<file path="config.mk">
export PLATFORM = sky130hd
export DESIGN_NAME = seg7_reader
export DESIGN_NICKNAME = d
export VERILOG_FILES = /design/src/rtl/seg7_pkg.sv /design/src/rtl/sync_2ff.sv /design/src/rtl/seg7_reader.sv
export SDC_FILE = /design/constraint.sdc
export NUM_CORES = 1
export LEC_CHECK = 0
export CAP_MARGIN = 20
export CELL_PAD_IN_SITES_DETAIL_PLACEMENT = 0
export CELL_PAD_IN_SITES_GLOBAL_PLACEMENT = 1
export CORE_MARGIN = 10
export CORE_UTILIZATION = 44
export DETAILED_ROUTE_END_ITERATION = 10
export HOLD_SLACK_MARGIN = 0.02
export PLACE_DENSITY = 0.78
export SKIP_CTS_REPAIR_TIMING = 1
export SLEW_MARGIN = 25
export SYNTH_ARGS = -nofsm -noshare
export SYNTH_HDL_FRONTEND = slang
export SYNTH_SLANG_ARGS = --single-unit
</file>
<file path="constraint.sdc">
create_clock -name clk -period 2.85 [get_ports clk]
set_input_delay 0.285 -clock clk [delete_from_list [all_inputs] [get_ports clk]]
set_output_delay 0.285 -clock clk [all_outputs]
set_load 0.02 [all_outputs]
</file>
<file path="src/rtl/seg7_pkg.sv">
// rtl/seg7_pkg.sv - shared 7-segment pattern table, pattern decoder and reader FSM states
package seg7_pkg;

  // Active-low patterns, bit order g..a (bit0 = a)
  localparam logic [6:0] SEG_0 = 7'b1000000;
  localparam logic [6:0] SEG_1 = 7'b1111001;
  localparam logic [6:0] SEG_2 = 7'b0100100;
  localparam logic [6:0] SEG_3 = 7'b0110000;
  localparam logic [6:0] SEG_4 = 7'b0011001;
  localparam logic [6:0] SEG_5 = 7'b0010010;
  localparam logic [6:0] SEG_6 = 7'b0000010;
  localparam logic [6:0] SEG_7 = 7'b1111000;
  localparam logic [6:0] SEG_8 = 7'b0000000;
  localparam logic [6:0] SEG_9 = 7'b0010000;
  localparam logic [6:0] SEG_A = 7'b0001000;
  localparam logic [6:0] SEG_B = 7'b0000011;
  localparam logic [6:0] SEG_C = 7'b1000110;
  localparam logic [6:0] SEG_D = 7'b0100001;
  localparam logic [6:0] SEG_E = 7'b0000110;
  localparam logic [6:0] SEG_F = 7'b0001110;

  typedef enum logic [1:0] {IDLE, SETTLE, HOLD} state_t;

  // Returns {legal, nibble}; illegal patterns yield 5'b0_0000
  function automatic logic [4:0] seg_to_nibble(input logic [6:0] seg);
    logic [4:0] r;
    r = 5'b0_0000;
    case (seg)
      SEG_0: r = 5'h10;
      SEG_1: r = 5'h11;
      SEG_2: r = 5'h12;
      SEG_3: r = 5'h13;
      SEG_4: r = 5'h14;
      SEG_5: r = 5'h15;
      SEG_6: r = 5'h16;
      SEG_7: r = 5'h17;
      SEG_8: r = 5'h18;
      SEG_9: r = 5'h19;
      SEG_A: r = 5'h1A;
      SEG_B: r = 5'h1B;
      SEG_C: r = 5'h1C;
      SEG_D: r = 5'h1D;
      SEG_E: r = 5'h1E;
      SEG_F: r = 5'h1F;
      default: r = 5'h00;
    endcase
    return r;
  endfunction

endpackage

</file>
<file path="src/rtl/sync_2ff.sv">
// rtl/sync_2ff.sv - parameterised-width two-flop synchroniser with configurable reset value
module sync_2ff #(
  parameter int              W       = 1,
  parameter logic [W-1:0]    RST_VAL = '0
) (
  input  logic         clk,
  input  logic         rst_n,
  input  logic [W-1:0] d,
  output logic [W-1:0] q
);

  logic [W-1:0] meta_q, meta_d;
  logic [W-1:0] sync_q, sync_d;

  // Next values of the two stages: plain shift
  always_comb begin
    meta_d = d;
    sync_d = meta_q;
  end

  // Synchroniser stages
  always_ff @(posedge clk or negedge rst_n) begin
    if (!rst_n) begin
      meta_q <= RST_VAL;
      sync_q <= RST_VAL;
    end else begin
      meta_q <= meta_d;
      sync_q <= sync_d;
    end
  end

  assign q = sync_q;

endmodule

</file>
<file path="src/rtl/seg7_reader.sv">
// rtl/seg7_reader.sv - multiplexed 7-segment bus reader; optional decimal point via SEG7_READER_DP_EN
module seg7_reader
  import seg7_pkg::*;
#(
  parameter  int NUM_DIGITS    = 4,
  parameter  int STABLE_CYCLES = 16,
  localparam int IDX_W         = (NUM_DIGITS > 1) ? $clog2(NUM_DIGITS) : 1,
  localparam int CNT_W         = $clog2(STABLE_CYCLES)
) (
  input  logic                    clk,
  input  logic                    rst_n,
  input  logic [6:0]              seg_n,
  input  logic [NUM_DIGITS-1:0]   dig_n,
`ifdef SEG7_READER_DP_EN
  input  logic                    dp_n,
  output logic [NUM_DIGITS-1:0]   dp_o,
`endif
  output logic [4*NUM_DIGITS-1:0] digits_o,
  output logic [NUM_DIGITS-1:0]   digit_valid_o,
  output logic [NUM_DIGITS-1:0]   invalid_o,
  output logic                    update_o,
  output logic [IDX_W-1:0]        update_idx_o
);

`ifdef SEG7_READER_DP_EN
  localparam int SW = 8 + NUM_DIGITS;
  logic [SW-1:0] pins;
  assign pins = {dp_n, dig_n, seg_n};
`else
  localparam int SW = 7 + NUM_DIGITS;
  logic [SW-1:0] pins;
  assign pins = {dig_n, seg_n};
`endif

  logic [SW-1:0]         smp;
  logic [6:0]            seg_s;
  logic [NUM_DIGITS-1:0] dig_s;

  sync_2ff #(.W(SW), .RST_VAL({SW{1'b1}})) u_sync (
    .clk  (clk),
    .rst_n(rst_n),
    .d    (pins),
    .q    (smp)
  );

  assign seg_s = smp[6:0];
  assign dig_s = smp[7 +: NUM_DIGITS];

  state_t                  state_q, state_d;
  logic [CNT_W-1:0]        cnt_q, cnt_d;
  logic [SW-1:0]           prev_q, prev_d;
  logic [4*NUM_DIGITS-1:0] digits_q, digits_d;
  logic [NUM_DIGITS-1:0]   valid_q, valid_d;
  logic [NUM_DIGITS-1:0]   invalid_q, invalid_d;
  logic                    update_q, update_d;
  logic [IDX_W-1:0]        idx_q, idx_d;
  logic                    commit, match, sel_ok, changed;
  logic [4:0]              dec;
  logic [IDX_W-1:0]        sel_idx;
`ifdef SEG7_READER_DP_EN
  logic [NUM_DIGITS-1:0]   dp_q, dp_d;
`endif

  // Stability FSM: commit once a one-hot selection has been steady for STABLE_CYCLES samples
  always_comb begin
    state_d = state_q;
    cnt_d   = cnt_q;
    prev_d  = smp;
    commit  = 1'b0;
    match   = (smp == prev_q);
    sel_ok  = $onehot(~dig_s);
    case (state_q)
      IDLE: begin
        cnt_d = '0;
        if (sel_ok) state_d = SETTLE;
      end
      SETTLE: begin
        if (!match) begin
          cnt_d   = '0;
          state_d = sel_ok ? SETTLE : IDLE;
        end else if (cnt_q == CNT_W'(STABLE_CYCLES - 1)) begin
          commit  = 1'b1;
          state_d = HOLD;
        end else begin
          cnt_d = cnt_q + 1'b1;
        end
      end
      HOLD: begin
        if (!match) begin
          cnt_d   = '0;
          state_d = sel_ok ? SETTLE : IDLE;
        end
      end
      default: begin
        cnt_d   = '0;
        state_d = IDLE;
      end
    endcase
  end

  // Register bank update; update pulse only when visible state of the digit changes
  always_comb begin
    digits_d  = digits_q;
    valid_d   = valid_q;
    invalid_d = invalid_q;
    update_d  = 1'b0;
    idx_d     = idx_q;
    changed   = 1'b0;
    dec       = seg_to_nibble(seg_s);
    sel_idx   = '0;
`ifdef SEG7_READER_DP_EN
    dp_d      = dp_q;
`endif
    for (int i = 0; i < NUM_DIGITS; i++) begin
      if (!dig_s[i]) sel_idx = IDX_W'(i);
    end
    if (commit) begin
      if (dec[4]) begin
        changed = (digits_q[4*sel_idx +: 4] != dec[3:0]) || invalid_q[sel_idx];
        digits_d[4*sel_idx +: 4] = dec[3:0];
        valid_d[sel_idx]   = 1'b1;
        invalid_d[sel_idx] = 1'b0;
      end else begin
        changed = !invalid_q[sel_idx];
        invalid_d[sel_idx] = 1'b1;
      end
`ifdef SEG7_READER_DP_EN
      changed = changed || (dp_q[sel_idx] != ~smp[SW-1]);
      dp_d[sel_idx] = ~smp[SW-1];
`endif
      if (changed) begin
        update_d = 1'b1;
        idx_d    = sel_idx;
      end
    end
  end

  // State and output registers
  always_ff @(posedge clk or negedge rst_n) begin
    if (!rst_n) begin
      state_q   <= IDLE;
      cnt_q     <= '0;
      prev_q    <= '1;
      digits_q  <= '0;
      valid_q   <= '0;
      invalid_q <= '0;
      update_q  <= 1'b0;
      idx_q     <= '0;
`ifdef SEG7_READER_DP_EN
      dp_q      <= '0;
`endif
    end else begin
      state_q   <= state_d;
      cnt_q     <= cnt_d;
      prev_q    <= prev_d;
      digits_q  <= digits_d;
      valid_q   <= valid_d;
      invalid_q <= invalid_d;
      update_q  <= update_d;
      idx_q     <= idx_d;
`ifdef SEG7_READER_DP_EN
      dp_q      <= dp_d;
`endif
    end
  end

  assign digits_o      = digits_q;
  assign digit_valid_o = valid_q;
  assign invalid_o     = invalid_q;
  assign update_o      = update_q;
  assign update_idx_o  = idx_q;
`ifdef SEG7_READER_DP_EN
  assign dp_o          = dp_q;
`endif

endmodule

</file>
==> run summary, run 1 <==
The library cells used most frequently in the layout, excluding fill and tap cells, are 38 x clkdlybuf4s50_1, 33 x dfrtp_1, 33 x dfstp_2. IR analysis of the VDD net gives a maximum drop of 355.8 uV. The achievable frequency is 0.3752 GHz. Counting every sink on the clock net gives 66. The share of layout cells above drive strength 1 is 24.13%. The initial core utilization came out at 45.04%. Entering global routing, the biggest net connects 33 pins.

The post-synthesis instance area came out at 3043 um^2. The aggregate negative setup slack is 0 ps. The most common cell after layout, fill and taps aside is clkdlybuf4s50_1. The setup path with the least slack is of type reg2reg. The depth of the worst register-to-register path came out at 8.

The sequential cell area fraction in the yosys report is 55.63%. The share of synthesized registers carrying an async set or reset is 100.0%. The initial antenna violation count was 0. Setup repair after global routing left no endpoint under its margin.

The transition time at the pin with the least slew margin is 490.4 ps. Once detailed placement completed, the half-perimeter wirelength came to 4660 um. Relative to the synthesized area, the layout overhead comes to 23.15%. The time the final worst path needs with I/O delays and setup is 2665 ps. The total wire length is 6362 um. Across every metal layer, demand over resource in global routing totals 12.73%. The startpoint of the most critical register-to-register path is u_sync.q[4]$_DFF_PN1_. The placeable core region came out at 6756 um^2.

The number of slew-limit violations in the final report came to 0. The worst hold path terminates at u_sync.q[3]$_DFF_PN1_. STA classifies the critical path endpoint as a flip-flop. The start point of the worst min-delay path is u_sync.meta_q[3]$_DFF_PN1_. The final-stage net count is 327.

The clock passes through at most 2 buffers. In this run the core area contains 30 standard-cell rows. The non-filler instance count after layout came out at 395.

The area of the die came out at 10640 um^2. Counting every net in the synthesized netlist gives 278. The number of antenna cells inserted is 0. Global routing finished with a remaining overflow of 0. The cell count after synthesis came out at 261. TritonCTS built the clock tree. The final clock skew is 11.51 ps. In this run, CTS created clock tree buffers numbering 9. The number of warnings reported in the yosys synthesis log is 0.

The number of violations of the max-capacitance limit is 0. The netlist uses 62 different library cells. The type of the most critical hold path is reg2reg. The number of flops mapped to enable cells by yosys is 0. In this run the tightest slew margin relative to its limit is 67.31%.

The instance count after placement with tap cells included is 378. The final count of hold timing violations came out at 0. The number of placed I/O pins came out at 40.

After clock tree synthesis, the clock-pin slew on the worst setup and hold paths is 70 ps. The number of H-tree levels is 3. The first-pass GRT wire length is 10430 um.

The DRC violation count after routing came out at 0. The final weighted congestion of routability-driven global placement came out at 0.8420. Dividing the detail-routed via count by the number of cells gives 5.395. The via count of the first global-routing pass is 2125. After filler insertion, the fill cell instance count of the layout stands at 577. The final-report setup violation count is 0. The number of iterations in the first detailed-routing pass came out at 4. The worst-path maximum fanout is 9. The mean area per synthesized cell is 11.66 um^2. The wire length per cell is 16.11 um. The setup slack of the worst register-to-register path is 180 ps. The iteration-0 DRC count of the detailed router is 108. In this run the critical register-to-register path is captured at digits_o[11]$_DFFE_PN0P_.

The share of the clock period used by the worst path came out at 93.53%. The power per cell area came out at 511.2 nW/um^2. In this run the clock root is driven by a clkbuf_8. The overall via count from detail_route came out at 2131. The worst hold path cell count came out at 0. Data on the critical path arrives at its endpoint at 2900 ps. The number of nets with antenna violations after detailed routing came out at 0.

The type of element launching the critical path is a flip-flop. The run finished with clean final reports. The leakage component of the power came out at 1.578 nW. The count of buffers from port buffering is 39. The leading register cell type out of synthesis is dfstp_2.

The post-synthesis sequential element count came out at 66. The horizontal die dimension came out at 103.2 um. For the worst setup path, the data required time is 3080 ps. The die is 103.2 um tall. The insertion delay to the later sink of the worst-skew pair is 340 ps.
## worst max path at each step
stage               cells past startpoint                       end                   from
global route                            7  digits_o[11]$_DFFE_PN0P_  u_sync.q[2]$_DFF_PN1_
global placement                        7  digits_o[11]$_DFFE_PN0P_  u_sync.q[2]$_DFF_PN1_
floorplan                               8   digits_o[7]$_DFFE_PN0P_  u_sync.q[5]$_DFF_PN1_
CTS                                     8  digits_o[11]$_DFFE_PN0P_  u_sync.q[4]$_DFF_PN1_
finish                                  8  digits_o[11]$_DFFE_PN0P_  u_sync.q[4]$_DFF_PN1_
detailed placement                      8  digits_o[11]$_DFFE_PN0P_  u_sync.q[4]$_DFF_PN1_
## state kept, by name, summed over array words and instances (netlist names), named ones only
name	cells
cnt_q	4
digit_valid_o	4
digits_o	16
prev_q	11
state_q	2
u_sync.meta_q	11
u_sync.q	11
update_idx_o	2
update_o	1
## report_power, final
| group | switching [mW] | internal [mW] | total [mW] |
|---|---|---|---|
| registers | 0.0319 | 0.983 | 1.01 |
| logic | 0.0770 | 0.0623 | 0.139 |
| clock network | 0.340 | 0.421 | 0.761 |
## cell usage after synthesis (all sizes together), types with 3 or more instances
cell,n,share of area (%)
a21oi,14,2.3
a22oi,3,0.74
buf,10,2.3
clkbuf,5,0.62
dfrtp,33,27
dfstp,33,28
ha,3,1.2
inv,12,1.5
mux2,10,3.8
mux2i,7,2.3
nand2,11,1.4
nand2b,8,1.7
nand3,5,0.99
nor2,13,1.6
nor3,3,0.49
nor3b,3,0.90
nor4,3,1.0
o211ai,3,0.74
o21ai,19,3.1
o2bb2ai,3,0.86
or2,4,0.90
or3,5,1.0
or4,4,1.1
xor2,15,4.3
## metal layers
metal	vias to the layer above	track usage (%)	wire length, um
li1	1018	-	-
met1	1040	16.13	2877
met2	64	19.65	2957
met3	9	4.290	432
met4	0	4.813	95
met5	-	0	0
## through the flow
| stage | setup slack (ps) | cell area, um^2 | utilization, % | hold WS [ps] | power (mW) |
|---|---|---|---|---|---|
| floorplan | 317.3 | 3043 | - | -10.59 | 1.105 |
| global placement | 161.6 | 3537 | 52.35 | 270.9 | 1.168 |
| detailed placement | 195.8 | 3537 | 52.35 | 270.1 | 1.170 |
| CTS | 173.3 | 3737 | 55.31 | -100.9 | 1.945 |
| global route | 67.14 | 3747 | 55.46 | 326.1 | 2.011 |
| finish | 184.5 | 3747 | 55.46 | 348.5 | 1.916 |
## critical path, stage by stage (launching register included)
cell	delay [ps]
dfstp_2	620
buf_4	180
xor2_1	80
nor4_2	260
nand3_2	130
or2_1	340
or3_1	480
or2_4	300
a22o_1	170
## cell type report
cell class	count	area, um^2	share of cell area, %
clock buffer	13	181.4	4.841
clock inverter	3	18.77	0.5008
inverter	13	48.80	1.302
multi-input combinational	167	1212	32.35
sequential	66	1693	45.18
tap	80	100.1	2.671
timing repair buffer	53	493.0	13.16
## logic make-up after synthesis
family	count (synthesis)	share of synthesized area (%)
simple gates	71	14.39
flops	66	55.63
compound gates	58	12.50
buf+inv	28	4.523
mux	17	6.126
xor+xnor	16	4.605
fa+ha+maj	5	2.221
Note: power is estimated with default switching activity, not from simulation.
==> inputs of run 2 (changes only) <==
--- a/config.mk
+++ b/config.mk
@@ -12,7 +12,7 @@
 export CORE_UTILIZATION = 44
 export DETAILED_ROUTE_END_ITERATION = 10
 export HOLD_SLACK_MARGIN = 0.02
-export PLACE_DENSITY = 0.78
+export PLACE_DENSITY_LB_ADDON = 0.15
 export SKIP_CTS_REPAIR_TIMING = 1
 export SLEW_MARGIN = 25
 export SYNTH_ARGS = -nofsm -noshare
==> run summary, run 2 (synthesis results as in run 1) <==
The endpoint of the worst register-to-register path is digits_o[11]$_DFFE_PN0P_. After detailed routing, the average wire length per cell comes to 16.55 um. STA classifies the critical path startpoint as a flip-flop. The type of the worst setup path is reg2reg. For the worst flop-to-flop path, the logic depth is 7. The later pin in the worst-skew pair is clocked with a latency of 340 ps.

The number of antenna cells inserted is 0. The die height is 103.2 um. The relative contribution of the clock network to total power came out at 42.3%. The clock tree from TritonCTS is done. The register with the most flip-flops in the layout has 16 of them. The number of placed I/O pins came out at 40. The leakage component of the power came out at 1.568 nW.

The clock buffer count from CTS came out at 9. The total internal power is 1.506 mW. The total grt overflow is 0. The post-route core utilization came out at 55.44%.

The clock net sink count came out at 66. Leaving out fill and tap cells, the most frequent cells in the layout are 38 x clkdlybuf4s50_1, 33 x dfrtp_1, 33 x dfstp_2. The worst hold path cell count is 1. The global-route usage over all layers came out at 12.93%.

The number of placement rows came out at 30. The switching portion of total power is 24.44%. Hold timing on the final database bottoms out at a slack of 341.7 ps.

The number of H-tree levels is 3. Setup violations remaining at the end of the flow were counted as 0. The post-CTS clock slew at the launch and capture registers of the worst setup and hold paths came out at 80 ps. In the routed layout, each cell is associated on average with a via count of 5.390. The final clock skew is 10.49 ps. For this run, the number of standard cells in the final layout without fillers is 392. For this configuration, the core starts out at a cell density of 45.04%.

The final-stage net count came out at 324. The sequential cell area in the final layout came out at 1693 um^2. Static timing analysis puts the maximum clock frequency at 0.3765 GHz.

No sink is reached through more buffers than the 2 on the longest clock path. The number of iterations in the first detailed-routing pass came out at 4. The combined area of the multi-input logic cells came out at 1212 um^2.

The iteration-0 DRC count of the detailed router is 84. The data arrival time at the worst-slack endpoint came out at 2890 ps. The switching power is 0.4873 mW. Measured against its own limit, the worst slew margin works out to 56.97%. The worst register-to-register path begins at u_sync.q[2]$_DFF_PN1_. The transition time at the pin with the least slew margin is 645.4 ps. The maximum number of pins on one net before global-route repair came out at 30.

The end of the worst hold path is u_sync.meta_q[7]$_DFF_PN1_. The worst path uses 93.19% of the clock period. The startpoint identified for the worst hold timing path is dig_n[0].

The instance count after placement with tap cells included came out at 375. The initial antenna violation count came out at 0. The count of buffers from port buffering is 39.

Of all nets on the critical path, the largest fanout is 14. For the finished layout, the period the worst path requires is 2656 ps. The aggregate negative setup slack came out at 0 ps. The via count of the first global-routing pass is 2070.

STA classifies the critical path endpoint as a flip-flop. The area of the die came out at 10640 um^2. The setup slack of the worst register-to-register path is 190 ps.

The number of nets with antenna violations after detailed routing came out at 0. The part of the power in registers came out at 51.1%. The worst-case IR drop observed on VDD is 332.8 uV.

The power share of the combinational group came out at 6.6%. The placeable core region came out at 6756 um^2. The tree is rooted in a clkbuf_8.

Setup repair after global routing left no endpoint under its margin. Data on the critical path is required at its endpoint by 3080 ps. Cells with a size suffix above 1 make up 24.04% of the layout.

The number of violations of the max-capacitance limit is 0. In this run the worst hold path is classified as in2reg. The library cell used most frequently in the layout, excluding fill and tap cells, is clkdlybuf4s50_1. The final weighted congestion of routability-driven global placement is 0.8459. The number of slew-limit violations in the final report is 0.

The horizontal die dimension is 103.2 um. The final count of hold timing violations is 0. In the routed design, unresolved DRC markers number 0. The flow ran to the end, and the final reports show no timing, DRC or antenna violations. Power spread over the standard cell area amounts to 532.2 nW/um^2. The overall via count from detail_route is 2113. Detailed placement finished with a half-perimeter wire length of 4667 um. The total wire length came out at 6486 um.

The number of inserted filler cells in the final layout is 581. The area growth from synthesis to layout is 23.11%. The first-pass GRT wire length came out at 10540 um.
[run 2: changes by cell type in the layout (fill, tap and decap cells not counted), sizes merged]
cell | previous run | this run
buf | 14 | 11
bufinv | 0 | 1
clkbuf | 13 | 10
clkinvlp | 0 | 1
inv | 12 | 13
[run 2: how the worst max path moves through the flow]
stage | start | end | slack [ps] | cells after the start
floorplan | u_sync.q[5]$_DFF_PN1_ | digits_o[7]$_DFFE_PN0P_ | 320 | 8
global placement | u_sync.q[2]$_DFF_PN1_ | digits_o[11]$_DFFE_PN0P_ | 200 | 7
detailed placement | u_sync.q[2]$_DFF_PN1_ | digits_o[11]$_DFFE_PN0P_ | 210 | 7
CTS | u_sync.q[2]$_DFF_PN1_ | digits_o[11]$_DFFE_PN0P_ | 190 | 7
global route | u_sync.q[3]$_DFF_PN1_ | digits_o[11]$_DFFE_PN0P_ | 30 | 7
finish | u_sync.q[2]$_DFF_PN1_ | digits_o[11]$_DFFE_PN0P_ | 190 | 7
[run 2: layout make-up]
type,count,area share (%)
multi-input combinational,167,32.36
clock buffer,10,3.975
clock inverter,6,1.937
sequential,66,45.19
inverter,13,1.303
tap,80,2.672
timing repair buffer,50,12.56
[run 2: power groups by stage]
stage	Sequential, mW	Combinational [mW]	Clock (mW)
2_1_floorplan	1.01	0.0920	0
3_3_place_gp	1.03	0.133	0
3_5_place_dp	1.04	0.133	0
4_1_cts	1.02	0.134	0.870
5_1_grt	1.02	0.150	0.926
6_report	1.02	0.132	0.843
[run 2: per-layer routing]
metal / wire length, um / global-route usage [%] / vias to the layer above
met1: 3029 / 16.86 / 1035
li1: - / - / 1015
met5: 0 / 0 / -
met2: 2984 / 19.31 / 56
met3: 394 / 5.027 / 7
met4: 78 / 3.957 / 0
[run 2: critical path, stage by stage (launching register included)]
cell and delay [ps]:
dfstp_2 690, xor2_1 120, nor4_2 300, nand3_2 120, or2_1 330, or3_1 490
or2_4 310, a22o_1 180
[run 2: through the flow]
step | setup WS [ps] | area [um^2] | power [mW]
3_5_place_dp | 205.1 | 3515 | 1.168
6_report | 194.2 | 3746 | 1.994
4_1_cts | 187.4 | 3736 | 2.023
3_3_place_gp | 201.7 | 3515 | 1.168
2_1_floorplan | 317.3 | 3043 | 1.105
5_1_grt | 25.25 | 3746 | 2.101
==> inputs of run 3 (changes only) <==
--- a/config.mk
+++ b/config.mk
@@ -9,7 +9,7 @@
 export CELL_PAD_IN_SITES_DETAIL_PLACEMENT = 0
 export CELL_PAD_IN_SITES_GLOBAL_PLACEMENT = 1
 export CORE_MARGIN = 10
-export CORE_UTILIZATION = 44
+export CORE_UTILIZATION = 39
 export DETAILED_ROUTE_END_ITERATION = 10
 export HOLD_SLACK_MARGIN = 0.02
 export PLACE_DENSITY_LB_ADDON = 0.15
==> constraint.sdc (replaced) <==
create_clock -name clk -period 2.35 [get_ports clk]
set_input_delay 0.235 -clock clk [delete_from_list [all_inputs] [get_ports clk]]
set_output_delay 0.235 -clock clk [all_outputs]
set_load 0.02 [all_outputs]
==> run summary, run 3 (synthesis results as in run 1) <==
The type of the worst setup path is reg2reg. The DRC violation count after routing is 0. STA classifies the critical path startpoint as a flip-flop. The clock root buffer is clkbuf_8. Power comes to 2.406 mW. At the worst endpoint, the arrival time is 2660 ps. Global routing finished with a remaining overflow of 0. The total length of routed met2 wires is 3368 um. The final-stage net count is 371. The floorplan step set the die width to 108.3 um. The worst-path maximum fanout came out at 10. Setup violations remaining at the end of the flow were counted as 3. The standard cell area after detailed placement came out at 3837 um^2. The iteration-0 DRC count of the detailed router came out at 51.

The required time of the critical path came out at 2580 ps. The final critical path takes up 103.5% of the cycle. In this run the vertical extent of the chip is 108.3 um. The final clock skew came out at 10.15 ps.

The number of H-tree levels is 3. The clock buffer count from CTS is 9. The number of inserted filler cells in the final layout came out at 668. For this run, the share of the core covered by cells in the final layout is 55.87%. The checks that failed: negative setup slack.

The detailed-route wire length on metal 1 came out at 3260 um. The highest layer used for signal routing is met4. The post-place setup slack came out at -113.5 ps. The number of placed I/O pins came out at 40. The signal on the critical path passes through buf_12 > nor3b_2 > a32o_2 > a221oi_4 > xnor2_1 > nand3_1 > o31ai_4 > mux2_4.

The sequential cell area in the final layout is 1693 um^2. Clock latency on the worst-skew pair, taken at its later pin, is 350 ps. The post-route netlist has 38.44% of its cells at a drive strength greater than 1.

The time the final worst path needs with I/O delays and setup is 2431 ps. The initial antenna violation count came out at 0. The via count of the first global-routing pass is 2219. In the layout the commonest cells are 46 x buf_4, 38 x clkdlybuf4s50_1, 33 x dfrtp_1, 33 x dfstp_2, 15 x xor2_1. The register with the most flip-flops in the layout has 16 of them. The maximum number of pins on one net before global-route repair is 67. The leakage component of the power came out at 1.845 nW. The total wire length came out at 7131 um. The number of violations of the max-capacitance limit came out at 0.

The area added between synthesis and finish came out at 40.42%. The clock net sink count is 66. The final count of hold timing violations came out at 0. TritonCTS built the clock tree. The number of slew-limit violations in the final report is 0. For this block, the via count after detailed routing is 2278.

Detailed placement finished with a half-perimeter wire length of 5075 um. The power per cell area came out at 563.0 nW/um^2. Row generation in the floorplan step produced 32 rows. In the global route stage, overall resource usage came out at 12.20%. After clock tree synthesis, the clock-pin slew on the worst setup and hold paths is 70 ps. The congestion estimate from routability-driven global placement came to 0.8230.

The most common cell after layout, fill and taps aside is buf_4. The combined area of the multi-input logic cells came out at 1319 um^2. The final standard cell area without fillers came out at 4273 um^2. Setup repair after global routing could not meet its margin everywhere. Based on the critical path, the design can be clocked at up to 0.4113 GHz. The area of the die is 11740 um^2. In the post-route analysis, the smallest setup slack over all paths is -81.23 ps.

The first global-routing pass estimated 11160 um of wire. The headroom to the max-slew limit came out at 75.58%. At the pin with the least slew margin, the transition time is 365.5 ps.

In this design, the stage delay of the slowest critical-path cell is 550 ps. In this run the worst hold path is classified as in2reg. The number of nets with antenna violations after detailed routing is 0. The number of iterations in the first detailed-routing pass is 4. Dividing the detail-routed wire length by the instance count gives 15.47 um.

The maximum clock insertion buffer count is 2. The maximum vdd ir drop is 436.0 uV. Using the TritonRoute via totals, the vias-per-cell ratio works out to 4.941. The number of antenna cells inserted came out at 0.

The wire length on met3 is 405 um. The count of buffers from port buffering is 39. The initial core utilization is 39.79%. The endpoint class of the critical path is a flip-flop. The flow ran to the end, but the final reports show violations.

The placeable core region came out at 7647 um^2. The cell type of the slowest stage on the worst timing path is dfstp_2.
## run 3: layout make-up
cell class,instances,area share [%]
Timing Repair Buffer,97,20.70
Multi-Input combinational cell,167,30.86
Sequential cell,66,39.62
Clock buffer,13,4.217
Tap cell,102,2.987
Inverter,13,1.142
Clock inverter,3,0.4685
## run 3: metrics by stage
stage	hold slack [ps]	TNS, ps	std cells
after global routing	280.8	-1026	461
after floorplan	-60.59	-258.2	261
after detailed placement	274.5	-278.4	429
after CTS	-96.08	-605.3	445
final	292.6	-189.5	461
after global placement	272.4	-230.3	429
## run 3: worst paths after layout
kind | slack (ps) | cells past startpoint | to | startpoint
worst max-delay path | -80 | 8 | update_idx_o[0]$_DFFE_PN0P_ | u_sync.q[1]$_DFF_PN1_
worst min-delay path | 290 | 1 | u_sync.meta_q[0]$_DFF_PN1_ | seg_n[0]
worst max register to register | -80 | 8 | update_idx_o[0]$_DFFE_PN0P_ | u_sync.q[1]$_DFF_PN1_
worst min register to register | 360 | 0 | u_sync.q[3]$_DFF_PN1_ | u_sync.meta_q[3]$_DFF_PN1_
max in group asynchronous | 1580 | 3 | u_sync.q[1]$_DFF_PN1_ | rst_n
min in group asynchronous | 430 | 3 | digits_o[5]$_DFFE_PN0P_ | rst_n
## run 3: layer usage
layer	up-vias	track usage [%]
met5	-	0
met4	0	5.461
met3	12	3.569
met2	52	19.01
met1	1101	15.36
li1	1113	-
## run 3: worst max-delay path, delay by kind of cell (launching register included)
kind                   cells  cell delay, ps
AO/OA/AOI/OAI              3             950
XOR/XNOR                   1             160
buffers and inverters      1             120
flip-flops                 1             550
multiplexers               1             330
AND/OR/NAND/NOR            2             190
## run 3: power breakdown
group	total (mW)	switching (mW)	internal [mW]
Clock	0.931	0.428	0.503
Combinational	0.258	0.127	0.131
Sequential	1.22	0.0249	1.19
